File: config.mk
export PLATFORM = sky130hd
export DESIGN_NAME = lcd_bus_writer
export DESIGN_NICKNAME = d
export VERILOG_FILES = /design/src/rtl/lcd_bus_writer.sv
export SDC_FILE = /design/constraint.sdc
export NUM_CORES = 1
export LEC_CHECK = 0
export ABC_AREA = 1
export BUFFER_PORTS_ARGS = -buffer_cell sky130_fd_sc_hd__buf_2
export CAP_MARGIN = 20
export CORE_UTILIZATION = 40
export CTS_CLUSTER_DIAMETER = 200
export DETAILED_ROUTE_END_ITERATION = 10
export HOLD_SLACK_MARGIN = 0.02
export PLACE_DENSITY = 0.6
export SYNTH_ARGS = -nofsm -noshare
export SYNTH_HDL_FRONTEND = slang
export SYNTH_SLANG_ARGS = --single-unit
File: constraint.sdc
create_clock -name clk -period 4 [get_ports clk]
set_input_delay 0.6 -clock clk [delete_from_list [all_inputs] [get_ports clk]]
set_output_delay 0.6 -clock clk [all_outputs]
set_load 0.05 [all_outputs]
File: src/rtl/lcd_bus_writer.sv
`default_nettype none
// ============================================================================
// Module   : lcd_bus_writer
// Brief    : Buffers 24-bit pixels and command bytes and serialises them onto
//            the ILI9486 8-bit 8080-I write bus. Define LCD_RGB565_EN for
//            2-byte RGB565 pixels (default is 3-byte RGB666).
// Revision : 1.0  initial release
// ============================================================================
module lcd_bus_writer #(
    parameter int FIFO_DEPTH  = 16,
    parameter int WR_LOW_CYC  = 2,
    parameter int WR_HIGH_CYC = 2
) (
    input  logic        clk,
    input  logic        rst_n,
    input  logic [23:0] pix_data,
    input  logic        pix_wr_en,
    output logic        pix_afull,
    input  logic [7:0]  cmd_byte,
    input  logic        cmd_is_data,
    input  logic        cmd_valid,
    output logic        cmd_ready,
    output logic        overflow,
    input  logic        ovf_clr,
    output logic        busy,
    output logic        lcd_cs_n,
    output logic        lcd_dc,
    output logic        lcd_wr_n,
    output logic        lcd_rd_n,
    output logic [7:0]  lcd_db
);

    localparam int c_AW      = $clog2(FIFO_DEPTH);
    localparam int c_CNT_W   = c_AW + 1;
    localparam int c_MAX_CYC = (WR_LOW_CYC > WR_HIGH_CYC) ? WR_LOW_CYC : WR_HIGH_CYC;
    localparam int c_PH_W    = $clog2(c_MAX_CYC) + 1;
`ifdef LCD_RGB565_EN
    localparam int c_BPP     = 2;
`else
    localparam int c_BPP     = 3;
`endif
    localparam logic [c_CNT_W-1:0] c_FULL      = c_CNT_W'(FIFO_DEPTH);
    localparam logic [c_CNT_W-1:0] c_AFULL     = c_CNT_W'(FIFO_DEPTH - 2);
    localparam logic [c_PH_W-1:0]  c_LOW_LAST  = c_PH_W'(WR_LOW_CYC - 1);
    localparam logic [c_PH_W-1:0]  c_HIGH_LAST = c_PH_W'(WR_HIGH_CYC - 1);
    localparam logic [1:0]         c_SEL_LAST  = 2'(c_BPP - 1);

    typedef enum logic [2:0] {
        ST_IDLE     = 3'd0,
        ST_CS_SETUP = 3'd1,
        ST_WR_LOW   = 3'd2,
        ST_WR_HIGH  = 3'd3,
        ST_CS_HOLD  = 3'd4
    } state_t;

    function automatic logic [7:0] pix_byte(input logic [23:0] pix, input logic [1:0] sel);
`ifdef LCD_RGB565_EN
        pix_byte = (sel == 2'd0) ? {pix[23:19], pix[15:13]} : {pix[12:10], pix[7:3]};
`else
        case (sel)
            2'd0:    pix_byte = pix[23:16];
            2'd1:    pix_byte = pix[15:8];
            default: pix_byte = pix[7:0];
        endcase
`endif
    endfunction

    // ------------------------------------------------------------------
    // Pixel FIFO
    // ------------------------------------------------------------------
    logic [23:0]        r_mem [FIFO_DEPTH];
    logic [c_AW-1:0]    r_wr_ptr;
    logic [c_AW-1:0]    r_rd_ptr;
    logic [c_CNT_W-1:0] r_count;
    logic [c_CNT_W-1:0] w_count_next;
    logic               w_empty;
    logic               w_full;
    logic               w_push;
    logic               w_pop;
    logic               w_drop;
    logic [23:0]        w_fifo_head;

    assign w_empty     = (r_count == '0);
    assign w_full      = (r_count == c_FULL);
    // A pop in the same cycle frees the slot, so a push into a full FIFO still lands.
    assign w_push      = pix_wr_en && (!w_full || w_pop);
    assign w_drop      = pix_wr_en && w_full && !w_pop;
    assign w_fifo_head = r_mem[r_rd_ptr];

    always_comb begin
        w_count_next = r_count;
        case ({w_push, w_pop})
            2'b10:   w_count_next = r_count + c_CNT_W'(1);
            2'b01:   w_count_next = r_count - c_CNT_W'(1);
            default: w_count_next = r_count;
        endcase
    end

    always_ff @(posedge clk) begin
        if (w_push) begin
            r_mem[r_wr_ptr] <= pix_data;
        end
    end

    always_ff @(posedge clk or negedge rst_n) begin
        if (!rst_n) begin
            r_wr_ptr <= '0;
            r_rd_ptr <= '0;
            r_count  <= '0;
        end else begin
            if (w_push) begin
                r_wr_ptr <= r_wr_ptr + c_AW'(1);
            end
            if (w_pop) begin
                r_rd_ptr <= r_rd_ptr + c_AW'(1);
            end
            r_count <= w_count_next;
        end
    end

    // ------------------------------------------------------------------
    // Write-cycle sequencer
    // ------------------------------------------------------------------
    state_t             r_state;
    state_t             w_state_next;
    logic [c_PH_W-1:0]  r_phase;
    logic [c_PH_W-1:0]  w_phase_next;
    logic [23:0]        r_pix;
    logic [23:0]        w_pix_next;
    logic [1:0]         r_sel;
    logic [1:0]         w_sel_next;
    logic               r_is_cmd;
    logic               w_is_cmd_next;
    logic [7:0]         r_cmd_byte;
    logic               r_cmd_dc;
    logic               w_accept;
    logic               w_enter_low;
    logic [7:0]         w_db_next;
    logic               w_dc_next;

    logic               r_cs_n;
    logic               r_wr_n;
    logic               r_rd_n;
    logic               r_dc;
    logic [7:0]         r_db;
    logic               r_cmd_ready;
    logic               r_busy;
    logic               r_afull;
    logic               r_overflow;

    always_comb begin
        w_state_next  = r_state;
        w_phase_next  = r_phase;
        w_pix_next    = r_pix;
        w_sel_next    = r_sel;
        w_is_cmd_next = r_is_cmd;
        w_pop         = 1'b0;
        w_accept      = 1'b0;
        w_enter_low   = 1'b0;
        case (r_state)
            ST_IDLE: begin
                // cmd_ready already implies an empty FIFO, so a command never overtakes pixels.
                if (cmd_valid && r_cmd_ready) begin
                    w_accept      = 1'b1;
                    w_is_cmd_next = 1'b1;
                    w_state_next  = ST_CS_SETUP;
                end else if (!w_empty) begin
                    w_pop         = 1'b1;
                    w_pix_next    = w_fifo_head;
                    w_sel_next    = 2'd0;
                    w_is_cmd_next = 1'b0;
                    w_state_next  = ST_CS_SETUP;
                end
            end
            ST_CS_SETUP: begin
                w_phase_next = '0;
                w_enter_low  = 1'b1;
                w_state_next = ST_WR_LOW;
            end
            ST_WR_LOW: begin
                if (r_phase == c_LOW_LAST) begin
                    w_phase_next = '0;
                    w_state_next = ST_WR_HIGH;
                end else begin
                    w_phase_next = r_phase + c_PH_W'(1);
                end
            end
            ST_WR_HIGH: begin
                if (r_phase == c_HIGH_LAST) begin
                    w_phase_next = '0;
                    if (!r_is_cmd && (r_sel != c_SEL_LAST)) begin
                        w_sel_next   = r_sel + 2'd1;
                        w_enter_low  = 1'b1;
                        w_state_next = ST_WR_LOW;
                    end else if (!w_empty) begin
                        w_pop         = 1'b1;
                        w_pix_next    = w_fifo_head;
                        w_sel_next    = 2'd0;
                        w_is_cmd_next = 1'b0;
                        w_enter_low   = 1'b1;
                        w_state_next  = ST_WR_LOW;
                    end else begin
                        w_state_next = ST_CS_HOLD;
                    end
                end else begin
                    w_phase_next = r_phase + c_PH_W'(1);
                end
            end
            ST_CS_HOLD: begin
                w_state_next = ST_IDLE;
            end
            default: begin
                w_state_next = ST_IDLE;
            end
        endcase
    end

    assign w_db_next = w_is_cmd_next ? r_cmd_byte : pix_byte(w_pix_next, w_sel_next);
    assign w_dc_next = w_is_cmd_next ? r_cmd_dc : 1'b1;

    // Pins are registered from the next state so they line up with the state itself.
    always_ff @(posedge clk or negedge rst_n) begin
        if (!rst_n) begin
            r_state     <= ST_IDLE;
            r_phase     <= '0;
            r_pix       <= '0;
            r_sel       <= 2'd0;
            r_is_cmd    <= 1'b0;
            r_cmd_byte  <= 8'd0;
            r_cmd_dc    <= 1'b0;
            r_cs_n      <= 1'b1;
            r_wr_n      <= 1'b1;
            r_rd_n      <= 1'b1;
            r_dc        <= 1'b1;
            r_db        <= 8'd0;
            r_cmd_ready <= 1'b0;
            r_busy      <= 1'b0;
            r_afull     <= 1'b0;
            r_overflow  <= 1'b0;
        end else begin
            r_state  <= w_state_next;
            r_phase  <= w_phase_next;
            r_pix    <= w_pix_next;
            r_sel    <= w_sel_next;
            r_is_cmd <= w_is_cmd_next;
            if (w_accept) begin
                r_cmd_byte <= cmd_byte;
                r_cmd_dc   <= cmd_is_data;
            end
            r_cs_n <= (w_state_next == ST_IDLE);
            r_wr_n <= (w_state_next != ST_WR_LOW);
            r_rd_n <= 1'b1;
            if (w_enter_low) begin
                r_db <= w_db_next;
                r_dc <= w_dc_next;
            end
            r_cmd_ready <= (w_state_next == ST_IDLE) && (w_count_next == '0);
            r_busy      <= (w_state_next != ST_IDLE) || (w_count_next != '0);
            r_afull     <= (w_count_next >= c_AFULL);
            if (w_drop) begin
                r_overflow <= 1'b1;
            end else if (ovf_clr) begin
                r_overflow <= 1'b0;
            end
        end
    end

    assign lcd_cs_n  = r_cs_n;
    assign lcd_wr_n  = r_wr_n;
    assign lcd_rd_n  = r_rd_n;
    assign lcd_dc    = r_dc;
    assign lcd_db    = r_db;
    assign cmd_ready = r_cmd_ready;
    assign busy      = r_busy;
    assign pix_afull = r_afull;
    assign overflow  = r_overflow;

endmodule
`default_nettype wire

==> flow_summary.yaml, run 1 <==
placement:
  placed_area_sq_mm: 0.0206
  dpl.cell_count: 2526
  io_buffer_count: 52
  place_ws_ns: 0.719
  gp_congestion: 0.829
  post-dp-hpwl_mm: 29.0
routing:
  viasPerCell: 4.97
  drtIter0Drc: 1173
  first_pass_iters: 6
  vias: 13019
  post_drt_wl_per_cell_um: 18.5
  wl_mm: 48.5
  drc: 0
  drtAntennaViolNets: 0
setup_path:
  crit_cells: 11
  critPathSlowestCell: "nor2_4"
  crit_fanout: 28
  cp_num_buf_inv: 3
  worstPathCellList: "nor2_4 > nand3_2 > nand2_1 > inv_2 > nand2_8 > nand2_1 > nand2_1 > inv_1 > nand2_1 > nor2_4 > buf_12"
  cpPeakStageDelay_ns: 0.50
  worstSetupEndpointType: "flip-flop"
  arrival_ns: 3.24
  reg2reg_depth: 11
  cp_top_family: "simple AND/OR/NAND/NOR gates"
  cp-start-kind: "flip-flop"
  crit_path_frequent_cell: "nand2_1"
  required_ns: 4.29
  criticalPathCategory: "flip-flop to flip-flop"
power_and_ir_drop:
  p_seq_frac: 0.369
  power.internal_w: 0.00999
  pwr-share-comb: 0.359
  sw_frac_of_total: 0.390
  p_leak_nw: 9.60
  ir_drop_mv: 0.393
  clkPwrFrac: 0.272
  switching_power_w: 0.00640
  p_per_area_mw_per_mm2: 738
yosys:
  synth_edf_count: 384
  synth.area.mux_share: 0
  synth_cell_type_count: 41
  netlist_instances: 1921
  yosys.area_share.simple: 0.225
  synth_compound_area_frac: 0.0161
  synthFlopType: "edfxtp_1"
  synth-xor-area-share: 0.00357
  synth.avg_cell_area_sq_um: 10.2
  postSynth.asyncResetShare: 0.152
  synth-adder-area-share: 0.00676
  synth_top_family_by_area: "simple AND/OR/NAND/NOR gates"
  ys_ff_latch: 453
  netlist_area_sq_mm: 0.0196
  syn_nets: 1969
  yosys_warnings: 0
  ys_seq_area_frac: 0.676
floorplanning:
  die_x_um: 223
  core_sq_mm: 0.0480
  ioPinCount: 54
  die-height_um: 223
  initial_core_util: 0.408
  die_area_sq_mm: 0.0499
  rows: 80
global_routing:
  grt_usage: 0.199
  antenna_found_initial: 1
  grt_pass1_wl_mm: 75.7
  grt_pass1_vias: 12768
  grt_max_degree: 165
  overflow: 0
sta:
  fmax_mhz: 339
  finalCritPeriodShare: 0.738
  period_minus_slack_ns: 2.95
  drv_slew: 0
  setup_viol: 0
  relSlewSlack: 0.390
  tightest_slew_ns: 0.914
  hold_slack_ns: 0.136
  rsz0062_at_grt: "false"
  final.setup_skew_ns: 0.0275
  fin_tns_setup_ns: 0
  hold_viol_final: 0
  fin_ws_ns: 1.05
cts:
  clock_sinks: 453
  clk_pin_slew_ns: 0.06
  hold_buffers: 0
  htreeDepth: 2
  root_buffer: "clkbuf_16"
  cts.path.max_buffers: 3
  post-cts-setup-buffers: 0
  cts_made_buffers: 50
  clk-insertion-delay-late_ns: 0.60
  cts_tree: "done"
  ctsResizeCount: 0
min_path:
  hold_path.class: "input pin to asynchronous set/reset pin"
finish:
  register_area_sq_mm: 0.0133
  final_cells: 2619
  area_growth_syn_to_layout_pct: 13.2
  final_area_sq_mm: 0.0222
  final_nets: 2011
  multi_input_area_sq_mm: 0.00505
  insertedDiodeCount: 0
  fillers: 4463
  drive_gt1_frac: 0.104
run_status:
  outcome: "completed"
flow_run:
  maxCapViolCount: 0
cells by family (layout without fill, tap and decap cells):
group | after synthesis | count (layout)
and+or+nand+nor | 1055 | 1055
DFF | 453 | 453
buffers and inverters | 339 | 422
AOI/OAI and AO/OA | 55 | 55
adders and majority gates | 10 | 10
xor gates and xnor gates | 8 | 8
other | 1 | 1
Yosys cell counts, drive strengths merged, types with 2 or more instances:
cell	instances	share of area
clkbuf	23	0.0044
nand2	737	0.14
or2	3	0.00096
o211ai	12	0.0046
ha	9	0.0057
o21ai	35	0.0089
xor2	8	0.0036
edfxtp	384	0.59
buf	67	0.020
dfstp	3	0.0040
dfrtp	66	0.084
a21oi	4	0.0010
inv	248	0.048
nand3	254	0.066
a21boi	2	0.00077
nand4	2	0.00064
nor2	57	0.012
cells in the final DEF (no fill, tap or decap), types with 13 or more instances in the layout:
| cell | count |
|---|---|
| nand2_1 | 727 |
| buf_4 | 20 |
| inv_1 | 233 |
| buf_2 | 51 |
| nor2_4 | 19 |
| edfxtp_1 | 384 |
| nand3_1 | 251 |
| clkinv_1 | 13 |
| clkbuf_16 | 51 |
| nor2_1 | 35 |
| o21ai_0 | 26 |
| dfrtp_1 | 63 |
per-stage QoR:
step                utilization  power, W
floorplan                     -    0.0101
global placement          0.429    0.0119
detailed placement        0.429    0.0120
CTS                       0.462    0.0165
global route              0.462    0.0174
finish                    0.462    0.0164
final cells by class:
| type | instances | share of cell area |
|---|---|---|
| Tap cell | 615 | 0.0346 |
| Inverter | 249 | 0.0425 |
| Sequential cell | 453 | 0.597 |
| Timing Repair Buffer | 80 | 0.0264 |
| Clock buffer | 62 | 0.0593 |
| Multi-Input combinational cell | 1129 | 0.227 |
| Clock inverter | 31 | 0.0123 |
power by group through the flow:
stage                     combinational (W)  sequential (W)  clock, W
after CTS                           0.00590         0.00605   0.00455
after floorplan                     0.00388         0.00626         0
after detailed placement            0.00588         0.00614         0
final                               0.00589         0.00605   0.00445
after global placement              0.00582         0.00612         0
after global routing                0.00660         0.00610   0.00472
path summary, 6_finish.rpt:
| kind | startpoint | endpoint | slack (ns) |
|---|---|---|---|
| setup / recovery | r_state[2] | r_mem[15][23] | 1.05 |
| hold / removal | rst_n | r_phase[1] | 0.14 |
| setup reg to reg | r_state[2] | r_mem[15][23] | 1.05 |
| hold reg to reg | r_cmd_byte[4] | r_cmd_byte[4] | 0.48 |
| max in group asynchronous | rst_n | r_rd_ptr[0] | 3.15 |
| min in group clk | cmd_byte[6] | r_cmd_byte[6] | 0.21 |
flip-flops by register name, summed over array words and instances (netlist names):
signal / count
r_state: 3
r_count: 5
r_rd_ptr: 4
r_wr_ptr: 4
overflow: 1
r_is_cmd: 1
lcd_db: 8
busy: 1
r_phase: 2
r_cmd_byte: 8
r_pix: 24
r_sel: 2
pix_afull: 1
r_cmd_dc: 1
cmd_ready: 1
lcd_dc: 1
lcd_wr_n: 1
lcd_cs_n: 1
r_mem: 384
routing by layer:
| layer | part of all wire | wire [um] | global-route usage | up-vias |
|---|---|---|---|---|
| li1 | - | - | - | 6311 |
| met3 | 0.071 | 3450 | 0.0417 | 61 |
| met5 | 0 | 0 | 0 | - |
| met2 | 0.47 | 22600 | 0.316 | 384 |
| met1 | 0.44 | 21400 | 0.275 | 6263 |
| met4 | 0.021 | 1040 | 0.0619 | 0 |
No activity file was read; power rests on OpenSTA's default activity.
==> inputs of run 2 (changes only) <==
clock period = 2.8 ns   (was 4 ns; I/O delays follow)
==> flow_summary.yaml, run 2 (synthesis results as in run 1) <==
sta:
  fin_tns_setup_ns: 0
  rsz0062_at_grt: "true"
  hold_viol_final: 0
  setup_viol: 0
  relSlewSlack: 0.409
  final.setup_skew_ns: 0.0207
  hold_slack_ns: 0.0413
  fmax_mhz: 382
  finalCritPeriodShare: 0.935
  period_minus_slack_ns: 2.62
  drv_slew: 0
  tightest_slew_ns: 0.886
placement:
  post-dp-hpwl_mm: 30.8
  placed_area_sq_mm: 0.0210
  io_buffer_count: 52
  dpl.cell_count: 2558
  gp_congestion: 0.881
setup_path:
  criticalPathCategory: "flip-flop to flip-flop"
  required_ns: 3.05
  worstSetupEndpointType: "flip-flop"
  cp-start-kind: "flip-flop"
  arrival_ns: 2.87
  crit_fanout: 16
finish:
  mostFrequentLayoutCells: "726 x nand2_1, 384 x edfxtp_1, 250 x nand3_1"
  largestRegisters: "r_mem: 384 flops, r_pix: 24 flops"
  drive_gt1_frac: 0.121
  final_cells: 2651
  final_nets: 2048
  final_common_cell: "nand2_1"
  insertedDiodeCount: 0
  top_register: "r_mem"
  area_growth_syn_to_layout_pct: 14.7
  final_area_sq_mm: 0.0225
  largest_reg_flops: 384
cts:
  cts_made_buffers: 48
  htreeDepth: 2
  cts.path.max_buffers: 3
  clk-insertion-delay-late_ns: 0.59
  clk_pin_slew_ns: 0.06
  cts_tree: "done"
  clock_sinks: 453
  root_buffer: "clkbuf_16"
floorplanning:
  core_sq_mm: 0.0480
  die-height_um: 223
  initial_core_util: 0.408
  rows: 80
  die_area_sq_mm: 0.0499
  die_x_um: 223
  ioPinCount: 54
routing:
  drtIter0Drc: 1198
  drtAntennaViolNets: 0
  first_pass_iters: 5
  viasPerCell: 4.98
  wl_mm: 49.4
  drc: 0
  post_drt_wl_per_cell_um: 18.6
  vias: 13189
global_routing:
  antenna_found_initial: 0
  grt_pass1_vias: 13162
  overflow: 0
  grt_max_degree: 88
  grt_usage: 0.203
  grt_pass1_wl_mm: 76.9
run_status:
  outcome: "completed"
power_and_ir_drop:
  p_per_area_mw_per_mm2: 1040
  ir_drop_mv: 0.626
  p_leak_nw: 9.75
flow_run:
  maxCapViolCount: 0
min_path:
  hold_path.class: "input pin to flip-flop"
## run 2: cell types whose count changed in the layout (fill, tap and decap cells not counted), moves of 3 or more
cell,change
clkbuf_1,+7
buf_12,+11
bufinv_16,-3
buf_4,+26
clkinv_1,-8
## run 2: final timing paths
| check | start | end | slack [ns] | depth (start not counted) |
|---|---|---|---|---|
| setup / recovery | r_sel[0] | r_mem[10][23] | 0.18 | 13 |
| hold / removal | cmd_byte[2] | r_cmd_byte[2] | 0.04 | 3 |
| setup reg to reg | r_sel[0] | r_mem[10][23] | 0.18 | 13 |
| hold reg to reg | lcd_db[0] | lcd_db[0] | 0.47 | 2 |
| max in group asynchronous | rst_n | r_rd_ptr[0] | 1.62 | 2 |
| min in group asynchronous | rst_n | r_count[2] | 0.52 | 2 |
## run 2: cell type report
type                       instances  area, sq um
clock buffer                      67         1290
clock inverter                    19          123
fill                            4378        25500
inverter                         249          943
multi-input combinational       1129         5090
sequential                       453        13300
tap                              615          769
timing repair buffer             119         1020
## run 2: metal layers
metal / vias up / wire length (um) / global-route usage
li1: 6388 / - / -
met1: 6319 / 21600 / 0.270
met2: 401 / 23400 / 0.335
met3: 81 / 2980 / 0.0375
met4: 0 / 1440 / 0.0703
met5: - / 0 / 0
## run 2: critical path: stages, from the launching register on
cell and delay [ns]:
dfrtp_1 0.38, inv_1 0.08, ha_1 0.17, nor2_2 0.04, inv_1 0.08, nand3_4 0.09, nand2_4 0.09, nand2_8 0.10
nand2_1 0.12, nand2_1 0.14, inv_1 0.21, nand2_1 0.28, nor2_4 0.20, buf_4 0.29
## run 2: metrics by stage
| stage | utilization | power, W | setup slack [ns] |
|---|---|---|---|
| after global placement | 0.437 | 0.0174 | 0.229 |
| final | 0.468 | 0.0233 | 0.182 |
| after detailed placement | 0.437 | 0.0175 | 0.176 |
| after floorplan | - | 0.0145 | -0.103 |
| after global routing | 0.468 | 0.0248 | -0.0107 |
| after CTS | 0.467 | 0.0234 | 0.170 |
## run 2: where the power goes
group          total [W]  internal, W  switching, W  leakage, nW
registers        0.00871      0.00831      0.000399         4.33
logic            0.00875      0.00260       0.00615         4.72
clock network    0.00586      0.00331       0.00256        0.701
## run 2: repair_timing
action                                  CTS  global route
setup buffers                             0             5
endpoints found under the setup margin    0            32
hold endpoints to repair                 67             0
gates resized for setup                   0             6
hold buffers                              2             0
